===== config.mk =====
export PLATFORM = sky130hd
export DESIGN_NAME = trap_sequencer_flat
export DESIGN_NICKNAME = d
export VERILOG_FILES = /design/src/rtl/trap_pkg.sv /design/src/rtl/trap_sequencer_if.sv /design/src/rtl/trap_mstatus_upd.sv /design/src/rtl/trap_sequencer.sv /design/src/flat_wrapper.sv
export SDC_FILE = /design/constraint.sdc
export NUM_CORES = 1
export LEC_CHECK = 0
export BUFFER_PORTS_ARGS = -buffer_cell sky130_fd_sc_hd__buf_2
export CELL_PAD_IN_SITES_DETAIL_PLACEMENT = 1
export CELL_PAD_IN_SITES_GLOBAL_PLACEMENT = 1
export CORE_MARGIN = 3
export CORE_UTILIZATION = 38
export CTS_BUF_LIST = sky130_fd_sc_hd__clkbuf_4
export DETAILED_ROUTE_END_ITERATION = 10
export PLACE_DENSITY = 0.8
export SLEW_MARGIN = 20
export SYNTH_ARGS = -nofsm -noshare
export SYNTH_HDL_FRONTEND = slang
export SYNTH_HIERARCHICAL = 1
export SYNTH_SLANG_ARGS = --single-unit

===== constraint.sdc =====
create_clock -name clk -period 3.4 [get_ports clk]
set_input_delay 0.34 -clock clk [delete_from_list [all_inputs] [get_ports clk]]
set_output_delay 0.34 -clock clk [all_outputs]
set_load 0.02 [all_outputs]

===== src/rtl/trap_pkg.sv =====
// Shared types and constants for the machine-mode trap sequencer: FSM states,
// CSR addresses and mstatus field positions.
package trap_pkg;

  typedef enum logic [2:0] {
    IDLE,
    W_EPC,
    W_CAUSE,
    W_STAT_T,
    W_STAT_R,
    RD_TGT,
    REDIRECT
  } state_e;

  localparam logic [11:0] CSR_MSTATUS = 12'h300;
  localparam logic [11:0] CSR_MTVEC   = 12'h305;
  localparam logic [11:0] CSR_MEPC    = 12'h341;
  localparam logic [11:0] CSR_MCAUSE  = 12'h342;

  localparam int MSTATUS_MIE    = 3;
  localparam int MSTATUS_MPIE   = 7;
  localparam int MSTATUS_MPP_LO = 11;
  localparam int MSTATUS_MPP_HI = 12;

  localparam logic [1:0] PRIV_M = 2'b11;

  localparam int unsigned ECALL_M = 11;

endpackage


===== src/rtl/trap_sequencer_if.sv =====
// Bundle of request, CSR-port and redirect signals around the trap sequencer.
// The sequencer uses the slave view; the core/CSR side uses the master view.
interface trap_sequencer_if #(
  parameter int XLEN   = 32,
  parameter int CSR_AW = 12
);
  logic              trap_req;
  logic [XLEN-1:0]   trap_cause;
  logic [XLEN-1:0]   trap_pc;
  logic              mret_req;
  logic [CSR_AW-1:0] csr_raddr;
  logic [XLEN-1:0]   csr_rdata;
  logic              csr_wen;
  logic [CSR_AW-1:0] csr_waddr;
  logic [XLEN-1:0]   csr_wdata;
  logic              busy;
  logic              redirect_valid;
  logic [XLEN-1:0]   redirect_pc;

  modport master (
    output trap_req, trap_cause, trap_pc, mret_req, csr_rdata,
    input  csr_raddr, csr_wen, csr_waddr, csr_wdata, busy, redirect_valid, redirect_pc
  );

  modport slave (
    input  trap_req, trap_cause, trap_pc, mret_req, csr_rdata,
    output csr_raddr, csr_wen, csr_waddr, csr_wdata, busy, redirect_valid, redirect_pc
  );
endinterface


===== src/rtl/trap_mstatus_upd.sv =====
// Combinational mstatus read-modify-write for trap entry (is_ret=0) and
// mret (is_ret=1). Only used when TRAP_SEQ_MSTATUS_EN is defined.
module trap_mstatus_upd
  import trap_pkg::*;
#(
  parameter int XLEN = 32
) (
  input  logic [XLEN-1:0] old_val,
  input  logic            is_ret,
  output logic [XLEN-1:0] new_val
);

  always_comb begin
    new_val = old_val;
    new_val[MSTATUS_MPP_HI:MSTATUS_MPP_LO] = PRIV_M;
    if (is_ret) begin
      new_val[MSTATUS_MIE]  = old_val[MSTATUS_MPIE];
      new_val[MSTATUS_MPIE] = 1'b1;
    end else begin
      new_val[MSTATUS_MPIE] = old_val[MSTATUS_MIE];
      new_val[MSTATUS_MIE]  = 1'b0;
    end
  end

endmodule


===== src/rtl/trap_sequencer.sv =====
// Trap entry / mret sequencer: owns the CSR write port while busy and issues a
// one-cycle PC redirect. Define TRAP_SEQ_MSTATUS_EN to add the mstatus update step.
module trap_sequencer
  import trap_pkg::*;
#(
  parameter int XLEN   = 32,
  parameter int CSR_AW = 12
) (
  input  logic           clk,
  input  logic           rst,
  trap_sequencer_if.slave bus
);

  state_e            state, state_next;
  logic [XLEN-1:0]   pc_q, cause_q, redirect_pc_q;
  logic              is_trap_q;
  logic [CSR_AW-1:0] raddr, waddr;
  logic [XLEN-1:0]   wdata;
  logic              wen;

`ifdef TRAP_SEQ_MSTATUS_EN
  logic [XLEN-1:0] mstatus_new;

  trap_mstatus_upd #(.XLEN(XLEN)) u_mstatus_upd (
    .old_val (bus.csr_rdata),
    .is_ret  (state == W_STAT_R),
    .new_val (mstatus_new)
  );
`endif

  // NOTE: state registers use non-blocking assignments so every flop samples
  // pre-edge values regardless of process ordering.
  always_ff @(posedge clk or posedge rst) begin
    if (rst) begin
      state         <= IDLE;
      pc_q          <= '0;
      cause_q       <= '0;
      is_trap_q     <= 1'b0;
      redirect_pc_q <= '0;
    end else begin
      state <= state_next;
      if (state == IDLE && bus.trap_req) begin
        pc_q      <= bus.trap_pc;
        cause_q   <= bus.trap_cause;
        is_trap_q <= 1'b1;
      end else if (state == IDLE && bus.mret_req) begin
        is_trap_q <= 1'b0;
      end
      if (state == RD_TGT) begin
        redirect_pc_q <= {bus.csr_rdata[XLEN-1:2], 2'b00};
      end
    end
  end

  // NOTE: every output of this block gets a default first; a path that skips
  // an assignment would otherwise infer a latch.
  always_comb begin
    state_next = state;
    raddr      = '0;
    wen        = 1'b0;
    waddr      = '0;
    wdata      = '0;
    case (state)
      IDLE: begin
        // trap wins over a simultaneous mret
        if (bus.trap_req) begin
          state_next = W_EPC;
        end else if (bus.mret_req) begin
`ifdef TRAP_SEQ_MSTATUS_EN
          state_next = W_STAT_R;
`else
          state_next = RD_TGT;
`endif
        end
      end
      W_EPC: begin
        wen        = 1'b1;
        waddr      = CSR_AW'(CSR_MEPC);
        wdata      = pc_q;
        state_next = W_CAUSE;
      end
      W_CAUSE: begin
        wen        = 1'b1;
        waddr      = CSR_AW'(CSR_MCAUSE);
        wdata      = cause_q;
`ifdef TRAP_SEQ_MSTATUS_EN
        state_next = W_STAT_T;
`else
        state_next = RD_TGT;
`endif
      end
`ifdef TRAP_SEQ_MSTATUS_EN
      W_STAT_T, W_STAT_R: begin
        raddr      = CSR_AW'(CSR_MSTATUS);
        wen        = 1'b1;
        waddr      = CSR_AW'(CSR_MSTATUS);
        wdata      = mstatus_new;
        state_next = RD_TGT;
      end
`endif
      RD_TGT: begin
        raddr      = is_trap_q ? CSR_AW'(CSR_MTVEC) : CSR_AW'(CSR_MEPC);
        state_next = REDIRECT;
      end
      REDIRECT: state_next = IDLE;
      default:  state_next = IDLE;
    endcase
  end

  assign bus.csr_raddr      = raddr;
  assign bus.csr_wen        = wen;
  assign bus.csr_waddr      = waddr;
  assign bus.csr_wdata      = wdata;
  assign bus.busy           = (state != IDLE);
  assign bus.redirect_valid = (state == REDIRECT);
  assign bus.redirect_pc    = redirect_pc_q;

endmodule


===== src/flat_wrapper.sv =====
// flat-port wrapper written by rule: the top's interface ports become plain ports
module trap_sequencer_flat import trap_pkg::*;
#(
  parameter int XLEN   = 32,
  parameter int CSR_AW = 12
)
  (clk, rst, bus_trap_req, bus_trap_cause, bus_trap_pc, bus_mret_req, bus_csr_rdata, bus_csr_raddr, bus_csr_wen, bus_csr_waddr, bus_csr_wdata, bus_busy, bus_redirect_valid, bus_redirect_pc);
  trap_sequencer_if #(.XLEN(XLEN), .CSR_AW(CSR_AW)) bus_i ();
  input  logic clk;
  input  logic rst;
  input wire logic [$bits(bus_i.trap_req)-1:0] bus_trap_req;
  input wire logic [$bits(bus_i.trap_cause)-1:0] bus_trap_cause;
  input wire logic [$bits(bus_i.trap_pc)-1:0] bus_trap_pc;
  input wire logic [$bits(bus_i.mret_req)-1:0] bus_mret_req;
  input wire logic [$bits(bus_i.csr_rdata)-1:0] bus_csr_rdata;
  output wire logic [$bits(bus_i.csr_raddr)-1:0] bus_csr_raddr;
  output wire logic [$bits(bus_i.csr_wen)-1:0] bus_csr_wen;
  output wire logic [$bits(bus_i.csr_waddr)-1:0] bus_csr_waddr;
  output wire logic [$bits(bus_i.csr_wdata)-1:0] bus_csr_wdata;
  output wire logic [$bits(bus_i.busy)-1:0] bus_busy;
  output wire logic [$bits(bus_i.redirect_valid)-1:0] bus_redirect_valid;
  output wire logic [$bits(bus_i.redirect_pc)-1:0] bus_redirect_pc;
  assign bus_i.trap_req = bus_trap_req;
  assign bus_i.trap_cause = bus_trap_cause;
  assign bus_i.trap_pc = bus_trap_pc;
  assign bus_i.mret_req = bus_mret_req;
  assign bus_i.csr_rdata = bus_csr_rdata;
  assign bus_csr_raddr = bus_i.csr_raddr;
  assign bus_csr_wen = bus_i.csr_wen;
  assign bus_csr_waddr = bus_i.csr_waddr;
  assign bus_csr_wdata = bus_i.csr_wdata;
  assign bus_busy = bus_i.busy;
  assign bus_redirect_valid = bus_i.redirect_valid;
  assign bus_redirect_pc = bus_i.redirect_pc;
  trap_sequencer #(.XLEN(XLEN), .CSR_AW(CSR_AW)) u_core (.clk(clk), .rst(rst), .bus(bus_i));
endmodule

==> impl_metrics.tcl, run 1 <==
set metrics [dict create \
    status "complete, no violations" \
    io_pins 191 \
    die_area_mm2 0.01324 \
    routabilityCongestion 0.7178 \
    worstSetupPathType "reg2out" \
    hold_slack_ns 0.1030 \
    vias 3100 \
    drt_iter0_markers 106 \
    cap_viol_max_count 0 \
    worst_pin_slew_ns 0.7160 \
    ys_seq_area_share_pct 54.25 \
    fmax_mhz 383.0 \
    relSlewSlack_pct 52.26 \
    fin_tns_setup_ns 0 \
    grt_pass1_wl_um 17060 \
    yosysMostFrequentCell "dfrtp_1" \
    postSynthAreaPerCell_um2 14.00 \
    antenna_found_initial 0 \
    post_cts_buffers 0 \
    grt_overflow_total 0 \
    power-per-cell-area_mw_per_mm2 1042 \
    stdcell_count 634 \
    critPathArrivalTime_ns 2.27 \
    num_rows 39 \
    min_period_over_period_pct 76.79 \
    numPortBuffers 172 \
    ys.flop_type "dfrtp_1" \
    cts-root-buf "clkbuf_4" \
    hpwl_um 8063 \
    synth_area_leaders "dfrtp_1 54%, mux2_4 13%, mux2_2 11%" \
    crit_path_end_kind "output pin" \
    yosysTopAreaCell "dfrtp_1" \
    clock_sinks 98 \
    syn-cell-area_mm2 0.004521 \
    ys_ff_latch 98 \
    grt_pass1_vias 3331 \
    yosysWarnings 6 \
    utilization_pct 47.91 \
    clk_pin_slew_ns 0.16 \
    nets 586 \
    synth.top_cell.area_share_pct 54.25 \
    clkLatencyLatePin_ns 0.44 \
    drive_gt1_share_pct 58.25 \
    crit_path_start_kind "flip-flop" \
    drt-total-wl_um 11070 \
    fillers 1276 \
    core-area_mm2 0.01152 \
    crit_fanout 21 \
    die_y_um 115.1 \
    min_period_ns 2.611 \
    total_power_mw 5.752 \
    cts_max_path_buffers 2 \
    min_path_type "in2reg" \
    setup_viol 0 \
    num_antenna_cells 0 \
    async_flop_share_pct 100.0 \
    route.detailed.drc 0 \
    cts_resized 0 \
    drt.antenna.violating_nets 0 \
    wl_per_cell_um 17.46 \
    irDropWorstVdd_mv 0.3893 \
    cts_tree "built" \
    drt-pass1-iter-count 4 \
    synth.distinct_cells 27 \
    drv_slew 0 \
    synthCells 323 \
    cp.required_ns 3.06 \
    p_leak_nw 2.795 \
    area_delta_synth_final_pct 22.06 \
    placedCellCount 617 \
    cts_inserted_buffers 9 \
    synth_edf_count 0 \
    start_util_pct 39.25 \
    track_usage_pct 16.62 \
    htree_levels 3 \
    clock_skew_ns 0.01808 \
    synth_common_cells "98 x dfrtp_1, 45 x mux2_2, 40 x mux2_4" \
    die_x_um 115.1 \
    hold_viol_final 0 \
    viasPerCell 4.890 \
    rsz0062_at_grt "false" \
    grt_max_degree 60 \
]
## metrics by stage
step	setup slack, ns	cell area, µm²
floorplan	0.4979	4577
global placement	1.300	5324
detailed placement	1.218	5324
CTS	0.6708	5518
global route	0.5528	5518
finish	0.7891	5518
## report_power, final
group / total, mW / internal [mW] / switching [mW]
Clock: 0.762 / 0.373 / 0.389
Sequential: 2.11 / 1.76 / 0.345
Combinational: 2.88 / 1.31 / 1.57
## logic make-up (layout without fill, tap and decap cells)
family	count (synthesis)	count (layout)	share of synthesized area, %
DFF	98	98	54.25
muxes	94	94	26.74
buffers and inverters	48	201	8.442
and+or+nand+nor	46	46	4.622
AOI/OAI and AO/OA	36	36	5.868
other	1	16	0.08295
## worst max-delay path, cell delays in order (launching register included)
cell and delay [ns]:
dfrtp_1 0.47, nand2b_1 0.22, inv_2 0.31, buf_4 0.34
a22oi_1 0.15, nor2_1 0.16, buf_2 0.19
## registers in the layout (all words and copies together), names as in the netlist
signal                  flops
u_core/cause_q             32
u_core/pc_q                32
u_core/bus.redirect_pc     30
u_core/state                3
u_core/is_trap_q            1
## per-layer routing
metal	global-route usage (%)	vias up	part of all wire, %
li1	-	1412	-
met1	19.57	1567	39
met2	28.67	107	53
met3	4.895	14	6.8
met4	6.260	0	1.8
met5	0	-	0
## timing repair
item                                    CTS  global route
hold buffers                              1             0
endpoints found under the setup margin    0             0
hold endpoints to repair                 15             0
## cell type report
cell class                      instances  area [µm²]  area share, %
Multi-Input combinational cell        192        1745          31.63
Timing Repair Buffer                  180       935.9          16.96
Tap cell                              143       178.9          3.243
Inverter                                5       21.27         0.3855
Clock buffer                            9       67.56          1.224
Clock inverter                          7       116.4          2.109
Sequential cell                        98        2452          44.44
## final timing paths
| path | from | to | slack [ns] | cells past startpoint |
|---|---|---|---|---|
| setup reg to reg | u_core/state[1] | u_core/bus.redirect_pc[30] | 1.58 | 4 |
| max in group asynchronous | rst | u_core/cause_q[8] | 2.02 | 4 |
| min in group asynchronous | rst | u_core/bus.redirect_pc[11] | 0.54 | 3 |
| hold reg to reg | u_core/cause_q[3] | u_core/cause_q[3] | 0.51 | 1 |
| setup / recovery | u_core/state[1] | bus_csr_wdata[27] | 0.79 | 6 |
| hold / removal | bus_trap_cause[5] | u_core/cause_q[5] | 0.10 | 2 |
## placed cells by master, fill, tap and decap left out, drive strengths merged, types with 6 or more instances in the layout
master / synthesis / layout
a22oi: 32 / 32
buf: 38 / 179
clkbuf: 5 / 9
conb: 1 / 16
dfrtp: 98 / 98
inv: 5 / 6
mux2: 94 / 94
nor2: 36 / 36
No activity file was read; power rests on OpenSTA's default activity.
==> inputs of run 2 (changes only) <==
- ABC_AREA: default -> 1
- CORE_UTILIZATION: 38 -> 35
- PLACE_DENSITY: 0.8 -> 0.82
- clock period: 3.4 -> 2.5 ns (I/O delays scaled with it)
==> run 2 against run 1 <==
Against the previous run:
- via count is 47% higher
- count of clock-buffer cells in the layout is 1 higher
- sequential share of layout area is 3.7 points lower
- total power is 25% higher
- critical path type unchanged
- critical endpoint is now bus_csr_wdata[7]
==> impl_metrics.tcl, run 2 <==
set metrics [dict create \
    status "complete, no violations" \
    area_delta_synth_final_pct 33.82 \
    synth_common_cells "324 x nand2_1, 98 x dfrtp_1, 66 x nand3_1" \
    cap_viol_max_count 0 \
    crit_path_end_kind "output pin" \
    path_common_cell "nand2_1" \
    critPathArrivalTime_ns 1.99 \
    rsz0062_at_grt "false" \
    fmax_mhz 447.1 \
    routabilityCongestion 0.7625 \
    viasPerCell 4.779 \
    drt-pass1-iter-count 4 \
    grt_pass1_vias 4952 \
    route.detailed.drc 0 \
    ys_seq_area_share_pct 54.51 \
    die_area_mm2 0.01425 \
    async_flop_share_pct 100.0 \
    wl_per_cell_um 16.31 \
    utilization_pct 48.90 \
    min_period_ns 2.236 \
    cts-root-buf "clkbuf_4" \
    post-place-ws_ns 0.5529 \
    core-area_mm2 0.01231 \
    setup_viol 0 \
    grt_pass1_wl_um 25050 \
    num_rows 40 \
    start_util_pct 36.54 \
    drive_gt1_share_pct 26.92 \
    grt_max_degree 99 \
    min_path_type "in2reg" \
    htree_levels 3 \
    multi_input_area_mm2 0.001687 \
    drt.antenna.violating_nets 0 \
    fillers 1594 \
    yosysTopAreaCell "dfrtp_1" \
    die_x_um 119.4 \
    synth_area_leaders "dfrtp_1 55%, nand2_1 27%, nand3_1 7.3%" \
    hpwl_um 9300 \
    relSlewSlack_pct 64.27 \
    antenna_found_initial 3 \
    slowest_delay_ns 0.51 \
    drv_slew 0 \
    p_leak_nw 3.527 \
    final_cell_mix "323 x nand2_1, 172 x buf_2, 98 x dfrtp_1" \
    die_y_um 119.4 \
    drt_iter0_markers 287 \
    crit_fanout 33 \
    synth.distinct_cells 18 \
    placed_cell_area_mm2 0.005350 \
    postSynthAreaPerCell_um2 7.992 \
    clock_sinks 98 \
    drt-total-wl_um 15530 \
    ys.flop_type "dfrtp_1" \
    vias 4550 \
    crit_family "buffers and inverters" \
    final_common_cell "nand2_1" \
    numPortBuffers 172 \
    seq_area_mm2 0.002452 \
    yosysWarnings 6 \
    worst_pin_slew_ns 0.5347 \
    crit_path_start_kind "flip-flop" \
    power-per-cell-area_mw_per_mm2 1193 \
    cts_tree "built" \
    synth.top_cell.area_share_pct 54.51 \
    track_usage_pct 21.81 \
    clk_pin_slew_ns 0.15 \
    synth_edf_count 0 \
    io_pins 191 \
    total_power_mw 7.183 \
    design_area_mm2 0.006021 \
    irDropWorstVdd_mv 0.6375 \
    clkLatencyLatePin_ns 0.44 \
    clock_skew_ns 0.01493 \
    yosysMostFrequentCell "nand2_1" \
    ys_ff_latch 98 \
    cts_inserted_buffers 9 \
    worst_slack_ns 0.2635 \
    hold_viol_final 0 \
    syn-cell-area_mm2 0.004499 \
    worstSetupPathType "reg2out" \
    path_cells "inv_2 -> nand2_1 -> nor2_2 -> buf_4 -> nand2_1 -> nand2_1 -> buf_2" \
    cp.required_ns 2.25 \
    critPathSlowestCell "dfrtp_1" \
    min_period_over_period_pct 89.46 \
    grt_overflow_total 0 \
    cts_max_path_buffers 2 \
    synthCells 563 \
    fin_tns_setup_ns 0 \
    cp.buffers_inverters 3 \
    nets 876 \
]
[run 2: changes by cell type after synthesis, sizes merged, moves of 2 or more]
cell,before,now
buf,38,50
nand2b,2,0
a22oi,32,0
mux2,94,0
nor3,3,1
nand2,2,324
inv,5,9
nor2,36,7
nand3,0,67
[run 2: worst reg2reg max path, cell delays in order (launching register included)]
cell	delay [ns]
dfrtp_1	0.44
nor2_4	0.46
buf_4	0.50
nand3_1	0.19
nand2_1	0.12
[run 2: area by class of cell]
cell class,instances,area share (%)
diodes,4,0.1663
clock buffers,10,1.247
clock inverters,5,0.3741
inverters,9,0.6234
multi-input cells,417,28.01
flip-flops and latches,98,40.73
well taps,168,3.491
repair buffers,241,25.35
[run 2: kinds of logic after synthesis]
| family | Yosys count | synth area share (%) |
|---|---|---|
| buf+inv | 63 | 9.483 |
| flops | 98 | 54.50 |
| compound gates | 2 | 0.2503 |
| simple gates | 399 | 35.68 |
| other cells | 1 | 0.08335 |
[run 2: power breakdown]
| group | internal, mW | total [mW] | switching, mW |
|---|---|---|---|
| logic | 1.14 | 3.65 | 2.51 |
| registers | 2.34 | 2.82 | 0.476 |
| clock network | 0.201 | 0.716 | 0.515 |
[run 2: path summary, 6_finish.rpt]
kind	cells after the start	to	slack, ns	startpoint
worst min-delay path	3	u_core/cause_q[12]	0.04	bus_trap_cause[12]
worst max-delay path	7	bus_csr_wdata[7]	0.26	u_core/state[2]
worst max register to register	4	u_core/pc_q[29]	0.73	u_core/state[1]
max in group asynchronous	4	u_core/pc_q[23]	1.58	rst
min in group asynchronous	4	u_core/bus.redirect_pc[20]	0.49	rst
worst min register to register	2	u_core/cause_q[1]	0.49	u_core/cause_q[1]
[run 2: per-layer routing]
metal  track usage, %  wire length (µm)
met4            9.377               411
met5                0                 0
met1            26.10              6306
met2            37.58              7892
met3            4.986               921
[run 2: what timing repair did]
item	4_1_cts	5_1_grt
gates resized for setup	0	0
setup buffers	0	3
setup endpoints to repair	0	22
hold buffers	53	1
endpoints found under the hold margin	150	1
[run 2: per-stage QoR]
| step | std cells | hold slack (ns) |
|---|---|---|
| floorplan | 578 | 0.3596 |
| global placement | 876 | 0.4408 |
| detailed placement | 876 | 0.4491 |
| CTS | 944 | 0.0007879 |
| global route | 951 | 0.004105 |
| finish | 952 | 0.04148 |
==> inputs of run 3 (changes only) <==
- CELL_PAD_IN_SITES_DETAIL_PLACEMENT: 1 -> default
- CELL_PAD_IN_SITES_GLOBAL_PLACEMENT: 1 -> default
- CORE_UTILIZATION: 35 -> 50
==> run 3 against run 2 <==
Against the previous run:
- flip-flop and latch count stayed put
- clock skew is 0.0063 ns higher
- combinational power decreased by 7.7%
- register-to-register slack worse by 0.07 ns
- sequential power fell by 2%
- maximum frequency increased by 0.34%
==> impl_metrics.tcl, run 3 (synthesized netlist as in run 2, its figures left out) <==
set metrics [dict create \
    fillers 720 \
    hold_depth 3 \
    crit_fanout 33 \
    cts_resized 0 \
    numPortBuffers 172 \
    p_leak_nw 3.342 \
    min_period_over_period_pct 89.16 \
    hold_slack_ns 0.03833 \
    cts_inserted_buffers 9 \
    crit_family "buffers and inverters" \
    p_sw_mw 3.231 \
    die_area_mm2 0.01017 \
    drv_slew 0 \
    power-per-cell-area_mw_per_mm2 1235 \
    grt_pass1_vias 3929 \
    grt_overflow_total 0 \
    drt-total-wl_um 11300 \
    routabilityCongestion 0.8156 \
    utilization_pct 65.31 \
    post_cts_buffers 0 \
    route.detailed.drc 0 \
    hold-path-endpoint "u_core/bus.redirect_pc[13]" \
    rrSetupSlack_ns 0.66 \
    r2r_start "u_core/state[1]" \
    path_common_cell "nand2_1" \
    cap_viol_max_count 0 \
    area_delta_synth_final_pct 22.86 \
    viasPerCell 4.943 \
    slowest_delay_ns 0.44 \
    irDropWorstVdd_mv 0.7274 \
    p_seq_share_pct 40.6 \
    clockPowerShare_pct 10.0 \
    hpwl_um 7673 \
    cp.required_ns 2.25 \
    hold_viol_final 0 \
    total_power_mw 6.826 \
    track_usage_pct 22.61 \
    drt.antenna.violating_nets 0 \
    crit_path_end_kind "output pin" \
    cts_tree "built" \
    power.internal_mw 3.595 \
    critPathArrivalTime_ns 1.98 \
    path_depth 7 \
    comb_power_share_pct 49.3 \
    vias 4172 \
    placedCellCount 812 \
    final_cell_mix "323 x nand2_1, 172 x buf_2, 98 x dfrtp_1" \
    grt_pass1_wl_um 18440 \
    status "complete, no violations" \
    setup_viol 0 \
    num_antenna_cells 0 \
    rr_worst_depth 6 \
    worst_pin_slew_ns 0.5203 \
    final_common_cell "nand2_1" \
    fmax_mhz 448.7 \
    start_util_pct 53.16 \
    io_pins 191 \
    core-area_mm2 0.008464 \
    power.share.switching_pct 47.34 \
    rsz0062_at_grt "false" \
    antenna_found_initial 0 \
    drt_iter0_markers 209 \
    die_y_um 100.9 \
    htree_levels 3 \
    min_period_ns 2.229 \
    clock_sinks 98 \
    min_path_type "in2reg" \
    r2r_end "u_core/bus.redirect_pc[23]" \
    fin_tns_setup_ns 0 \
    nets 834 \
    relSlewSlack_pct 65.31 \
    worstHoldStart "bus_csr_rdata[13]" \
    clock_skew_ns 0.02125 \
    cts_max_path_buffers 2 \
    stdcell_count 844 \
    clk_pin_slew_ns 0.14 \
    crit_path_start_kind "flip-flop" \
    worstSetupPathType "reg2out" \
    wl_per_cell_um 13.39 \
    drive_gt1_share_pct 27.88 \
    num_rows 33 \
    cts-root-buf "clkbuf_4" \
    critPathSlowestCell "dfrtp_1" \
    clkLatencyLatePin_ns 0.42 \
    cp.buffers_inverters 3 \
    grt_max_degree 99 \
    drt-pass1-iter-count 5 \
    path_cells "inv_2 -> nand2_1 -> nor2_4 -> buf_4 -> nand2_1 -> nand2_1 -> buf_2" \
    die_x_um 100.9 \
]
==> run 3: worst max-delay path by stage <==
stage | from | endpoint | slack (ns)
6_report | u_core/state[1] | bus_csr_wdata[28] | 0.27
5_1_grt | u_core/state[1] | bus_csr_wdata[5] | 0.08
4_1_cts | u_core/state[1] | bus_csr_wdata[21] | 0.21
3_5_place_dp | u_core/state[1] | bus_csr_wdata[21] | 0.70
3_3_place_gp | u_core/state[1] | bus_csr_wdata[14] | 0.76
2_1_floorplan | u_core/state[1] | bus_csr_waddr[6] | 0.89
==> run 3: tightest hold or removal path, cell delays in order <==
cell and delay (ns):
buf_2 0.07, nand2_1 0.04, nand2_1 0.06
==> run 3: timing repair <==
item	in CTS	in global routing
hold buffers	16	0
hold endpoints to repair	113	0
setup endpoints to repair	0	0
==> run 3: metrics by stage <==
step	setup slack [ns]	area (µm²)
CTS	0.2126	5528
global placement	0.7571	5264
detailed placement	0.7007	5264
floorplan	0.8879	4559
global route	0.08467	5528
finish	0.2711	5528
==> run 3: power by group through the flow <==
stage / Sequential, mW / Combinational, mW / Clock (mW)
after global placement: 2.76 / 3.28 / 0
final: 2.77 / 3.37 / 0.686
after floorplan: 3.01 / 2.25 / 0
after CTS: 2.77 / 3.39 / 0.714
after global routing: 2.87 / 3.76 / 0.770
after detailed placement: 2.79 / 3.38 / 0
==> run 3: layout make-up <==
cell class                 count  area, µm²  share of cell area (%)
clock buffer                   9      67.56                   1.222
tap                          105      131.4                   2.377
multi-input combinational    417       1687                   30.51
clock inverter                 7      36.28                  0.6564
timing repair buffer         199       1116                   20.19
inverter                       9      37.54                  0.6790
sequential                    98       2452                   44.36
==> run 3: layer usage <==
| metal | vias to the layer above | track usage (%) | part of all wire [%] |
|---|---|---|---|
| li1 | 2040 | - | - |
| met1 | 1934 | 30.35 | 41 |
| met2 | 182 | 37.32 | 49 |
| met3 | 16 | 4.775 | 8.8 |
| met4 | 0 | 6.218 | 1.4 |
| met5 | - | 0 | 0 |
